===== src/rtl/branch_predictor_unit.sv =====
// Direct-mapped BTB with 2-bit saturating counters: Fetch-side prediction, Execute-side check and training.
// Optional macro BPU_PERF_EN adds saturating branch/mispredict counters; otherwise both are tied to zero.
module branch_predictor_unit #(
   parameter int ENTRIES = 16,
   parameter int TAG_W   = 8,
   parameter int XLEN    = 32
) (
   input  logic            clk,
   input  logic            rst_n,
   input  logic [XLEN-1:0] PCF,
   output logic            PredTakenF,
   output logic [XLEN-1:0] PredTargetF,
   input  logic            InstrValidE,
   input  logic            FlushE,
   input  logic            BranchE,
   input  logic            JumpE,
   input  logic            PCSrcE,
   input  logic [XLEN-1:0] PCE,
   input  logic [XLEN-1:0] PCTargetE,
   input  logic            PredTakenE,
   input  logic [XLEN-1:0] PredTargetE,
   output logic            MispredictE,
   output logic [XLEN-1:0] RedirectPCE,
   output logic [31:0]     PerfBranchCnt,
   output logic [31:0]     PerfMissCnt
);
   localparam int IDX_W = $clog2(ENTRIES);

   typedef struct packed {
      logic             valid;
      logic [TAG_W-1:0] tag;
      logic [XLEN-1:0]  target;
      logic [1:0]       ctr;
   } entry_t;

   entry_t entry_arr [ENTRIES];

   logic [IDX_W-1:0] idx_f, idx_e;
   logic [TAG_W-1:0] tag_f, tag_e;
   entry_t           ent_f, ent_e;
   logic             hit_f, hit_e;
   logic             act, is_cti, mispredict;

   logic   wr_en;
   entry_t wr_entry;

   assign idx_f = PCF[IDX_W+1:2];
   assign tag_f = PCF[IDX_W+TAG_W+1:IDX_W+2];
   assign idx_e = PCE[IDX_W+1:2];
   assign tag_e = PCE[IDX_W+TAG_W+1:IDX_W+2];

   assign ent_f = entry_arr[idx_f];
   assign ent_e = entry_arr[idx_e];
   assign hit_f = ent_f.valid && (ent_f.tag == tag_f);
   assign hit_e = ent_e.valid && (ent_e.tag == tag_e);

   // Prediction is suppressed while reset is held so Fetch falls through sequentially.
   assign PredTakenF  = rst_n & hit_f & ent_f.ctr[1];
   assign PredTargetF = PredTakenF ? ent_f.target : PCF + XLEN'(4);

   assign act    = InstrValidE & ~FlushE;
   assign is_cti = BranchE | JumpE;

   always_comb begin
      mispredict = 1'b0;
      if (act) begin
         if (is_cti) begin
            mispredict = (PredTakenE != PCSrcE) |
                         (PCSrcE & PredTakenE & (PredTargetE != PCTargetE));
         end else begin
            mispredict = PredTakenE;
         end
      end
   end

   assign MispredictE = mispredict;
   assign RedirectPCE = (act & is_cti & PCSrcE) ? PCTargetE : PCE + XLEN'(4);

   // Jumps take priority over the branch counter update if both flags are set.
   always_comb begin
      wr_en    = 1'b0;
      wr_entry = ent_e;
      if (act) begin
         if (is_cti) begin
            if (hit_e) begin
               wr_en = 1'b1;
               if (JumpE) begin
                  wr_entry.ctr    = 2'b11;
                  wr_entry.target = PCTargetE;
               end else if (PCSrcE) begin
                  wr_entry.ctr    = (ent_e.ctr == 2'b11) ? 2'b11 : ent_e.ctr + 2'd1;
                  wr_entry.target = PCTargetE;
               end else begin
                  wr_entry.ctr    = (ent_e.ctr == 2'b00) ? 2'b00 : ent_e.ctr - 2'd1;
               end
            end else if (PCSrcE) begin
               wr_en           = 1'b1;
               wr_entry.valid  = 1'b1;
               wr_entry.tag    = tag_e;
               wr_entry.target = PCTargetE;
               wr_entry.ctr    = JumpE ? 2'b11 : 2'b10;
            end
         end else if (hit_e) begin
            wr_en          = 1'b1;
            wr_entry.valid = 1'b0;
         end
      end
   end

   generate
      for (genvar gi = 0; gi < ENTRIES; gi++) begin : g_entry
         entry_t entry_reg;

         always_ff @(posedge clk) begin
            if (!rst_n) begin
               entry_reg.valid  <= 1'b0;
               entry_reg.tag    <= '0;
               entry_reg.target <= '0;
               entry_reg.ctr    <= 2'b01;
            end else if (wr_en && (idx_e == IDX_W'(gi))) begin
               entry_reg <= wr_entry;
            end
         end

         assign entry_arr[gi] = entry_reg;
      end
   endgenerate

`ifdef BPU_PERF_EN
   logic [31:0] branch_cnt_reg, miss_cnt_reg;

   always_ff @(posedge clk) begin
      if (!rst_n) begin
         branch_cnt_reg <= '0;
         miss_cnt_reg   <= '0;
      end else if (act) begin
         if (is_cti && (branch_cnt_reg != 32'hFFFF_FFFF))
            branch_cnt_reg <= branch_cnt_reg + 32'd1;
         if (mispredict && (miss_cnt_reg != 32'hFFFF_FFFF))
            miss_cnt_reg <= miss_cnt_reg + 32'd1;
      end
   end

   assign PerfBranchCnt = branch_cnt_reg;
   assign PerfMissCnt   = miss_cnt_reg;
`else
   assign PerfBranchCnt = 32'h0;
   assign PerfMissCnt   = 32'h0;
`endif

endmodule


===== config.mk =====
export PLATFORM = sky130hd
export DESIGN_NAME = branch_predictor_unit
export DESIGN_NICKNAME = d
export VERILOG_FILES = /design/src/rtl/branch_predictor_unit.sv
export SDC_FILE = /design/constraint.sdc
export NUM_CORES = 2
export LEC_CHECK = 0
export BUFFER_PORTS_ARGS = -buffer_cell sky130_fd_sc_hd__buf_2
export CORE_MARGIN = 2
export CORE_UTILIZATION = 30
export CTS_CLUSTER_SIZE = 14
export DETAILED_ROUTE_END_ITERATION = 10
export GPL_ROUTABILITY_DRIVEN = 0
export HOLD_SLACK_MARGIN = 0.1
export MAX_ROUTING_LAYER = met4
export PLACE_DENSITY = 0.56
export SETUP_SLACK_MARGIN = 0.2
export SYNTH_ARGS = -nofsm -noshare
export SYNTH_HDL_FRONTEND = slang
export SYNTH_SLANG_ARGS = --single-unit

===== constraint.sdc =====
create_clock -name clk -period 10.2 [get_ports clk]
set_clock_uncertainty 0.1 [all_clocks]
set_input_delay 1.53 -clock clk [delete_from_list [all_inputs] [get_ports clk]]
set_output_delay 1.53 -clock clk [all_outputs]
set_load 0.01 [all_outputs]

==> impl_results.md <==
- Status: complete, but fails checks
- Failing checks: capacitance limit, slew limit
- Hold slack: 0.385 ns
- Layout fillers: 12036
- WL per Instance: 25.5 um
- Post-synth ARST share: 0
- Largest family of logic cells by synthesized area: multiplexers
- FF-to-FF path depth: 10
- Synth unique cells: 54
- Drc violations: 0
- Die Wd: 351 um
- Hold Path Stages: 2
- Critical path depth in cells: 9
- WL final: 131 mm
- Critical-path top delay cell: buf_4
- Top FF cell, synth: dfxtp_1
- Via count: 29389
- Worst-path clk slew: 0.06 ns
- Max-slew headroom: -0.0166
- Top cells by count, synth: 688 x dfxtp_1, 640 x a21oi_1, 587 x o21ai_0
- Delay-heaviest family, CP: buffers and inverters
- Grt ovf: 0
- Fraction of synthesized area in multiplexers: 0.280
- Full die area: 123000 um^2
- Core Rows: 127
- Area growth syn-to-layout: 11.9%
- Num CTS Buffers: 75
- Crit path cell chain: buf_8 -> buf_4 -> mux4_2 -> mux4_2 -> xnor2_1 -> and4_1 -> nand3_4 -> a21oi_1 -> buf_2
- M1 WL: 55.6 mm
- RSZ-0062 raised after global routing: false
- Slew @ Worst Pin: 1.51 ns
- Final worst path period need: 7.48 ns
- Synthesized flop and latch total: 688
- Slew Limit Fails: 2
- Setup bufs post-CTS: 0
- Clock Sinks: 688
- Worst setup SP type: input port
- DP HPWL: 81.1 mm
- Die height: 351 um
- Fraction of synthesized cell area in xor and xnor cells: 0.0245
- Core ar.: 120000 um^2
- DRT Pass-1 Iters: 6
- Buffer and inverter count on the worst path: 3
- Via density: 5.69
- Post-synthesis adder-cell area fraction: 0.00208
- Critical path arrival: 5.85 ns
- CP Max Fanout: 59
- Setup TNS: 0 ns
- P_leak: 14.0 nW
- Final core occ: 0.338
- HP Class: flip-flop to flip-flop
- Critical path endpoint category: output port
- H-tree lvl count: 3
- Area contributors post-synth: dfxtp_1 38%, mux4_2 24%, a21oi_1 8.9%
- Sequential area share after synthesis: 0.381
- Max reg flops: 688
- Layout cells sized above 1: 0.237
- Nets: 3624
- Final ANT Viol Nets: 0
- Max Clk Rate: 134 MHz
- First-pass GRT wire length: 192 mm
- Number of global-route vias before repair: 28148
- Ports: 266
- Final setup violation count: 0
- Crit path kind: input port to output port
- Max incr delay on CP: 0.73 ns
- Post-CTS Hold Buffers: 0
- Count of routing violations after the opening detailed-route iteration: 3103
- Antenna violations before repair: 12
- Pwr Density: 148 nW/um^2
- Max cap viols: 1
- Most Frequent Cell on Critical Path: mux4_2
- Register area: 13800 um^2
- Number of synthesized flops with an enable pin: 0
- Most frequent cell after synthesis: dfxtp_1
- Final hold vios: 0
- Met3 WL: 13.5 mm
- Mapped Cells: 3529
- CTS tree: done
- Syn Area/Cell: 10.2 um^2
- Mapped Area: 36100 um^2
- Largest net degree at the start of global routing: 239
- Gr usage total: 0.215
- Initial Util: 0.302
- Cell taking the most area after synthesis: dfxtp_1
- Met2 routed WL: 58.5 mm
- Compound-cell area share of the yosys netlist: 0.198
- IO buf count: 201
- Post-CTS sizing: 0
- Root Buffer: clkbuf_16
- Worst EP required: 8.57 ns
- Clock Path Buffers: 3
- Ys Warns: 0
- Clk_lat worst skew: 0.63 ns
- Worst vdd ir: 0.000110 V
- Top Metal Used: met4
- Multi-input gate area: 20600 um^2
- Share of the synthesized area in the top cell type: 0.381
- Synth Area in Simple Gates: 0.0524
- Crit share post-route: 0.734
## per-layer routing
layer | GRT usage | vias up
met1 | 0.286 | 14663
met3 | 0.0550 | 226
met2 | 0.322 | 1345
met4 | 0.0626 | 0
li1 | - | 13155
met5 | - | -
## layout by cell type (no fill, tap or decap), types with 16 or more instances in the layout
master | Yosys | routed
mux2i_4 | 30 | 30
a21oi_1 | 640 | 624
dfxtp_1 | 688 | 688
nand2_1 | 166 | 165
o22ai_1 | 80 | 80
nor3_1 | 37 | 37
conb_1 | 1 | 64
buf_4 | 84 | 61
mux2i_1 | 48 | 48
xor2_1 | 33 | 33
nand3_1 | 38 | 37
nor2_1 | 107 | 107
o21ai_0 | 587 | 587
mux4_2 | 393 | 393
xnor2_1 | 68 | 68
clkbuf_8 | 0 | 20
clkbuf_16 | 0 | 77
a21oi_4 | 0 | 16
o32ai_1 | 16 | 16
buf_2 | 25 | 193
nand4_1 | 18 | 18
clkbuf_1 | 285 | 18
## cell families after synthesis
| kind of cell | after synthesis |
|---|---|
| AOI/OAI and AO/OA | 1371 |
| xor gates and xnor gates | 101 |
| adders and majority gates | 6 |
| buffers and inverters | 460 |
| DFF | 688 |
| muxes | 481 |
| other | 1 |
| and+or+nand+nor | 421 |
## layout make-up
cell class | instances | share of cell area
clock inverters | 19 | 0.00446
well taps | 1612 | 0.0499
diodes | 12 | 0.000743
repair buffers | 261 | 0.0380
inverters | 12 | 0.00118
flip-flops and latches | 688 | 0.341
clock buffers | 114 | 0.0558
multi-input cells | 2444 | 0.509
## final timing paths
check	from	to	slack, ns
setup / recovery	PCF[2]	PredTargetF[30]	2.72
hold / removal	entry_arr[126]	entry_arr[126]	0.38
setup reg to reg	entry_arr[77]	entry_arr[10]	5.34
hold reg to reg	entry_arr[126]	entry_arr[126]	0.38
## through the flow
step | cells | setup WS [ns] | cell area [um^2] | power, mW
final | 5162 | 2.72 | 40400 | 5.98
after CTS | 5150 | 2.58 | 40400 | 6.01
after global placement | 5017 | 2.58 | 38000 | 3.30
after global routing | 5161 | 2.36 | 40400 | 6.15
after floorplan | 3592 | 3.76 | 36400 | 3.12
after detailed placement | 5017 | 2.58 | 38000 | 3.30
## worst register-to-register path: stages, from the launching register on
cell      delay [ns]
dfxtp_1         0.33
mux4_2          0.46
mux2i_1         0.27
xor2_1          0.23
o211ai_1        0.12
a211o_1         0.43
or4b_4          0.57
o31a_2          0.58
buf_4           0.58
mux2i_2         0.89
a21oi_1         0.15
## where the power goes
| part | switching [mW] | internal [mW] | leakage (nW) |
|---|---|---|---|
| Combinational | 0.357 | 0.177 | 7.28 |
| Clock | 1.16 | 1.58 | 1.20 |
| Sequential | 0.00940 | 2.70 | 5.54 |
No activity file was read; power rests on OpenSTA's default activity.
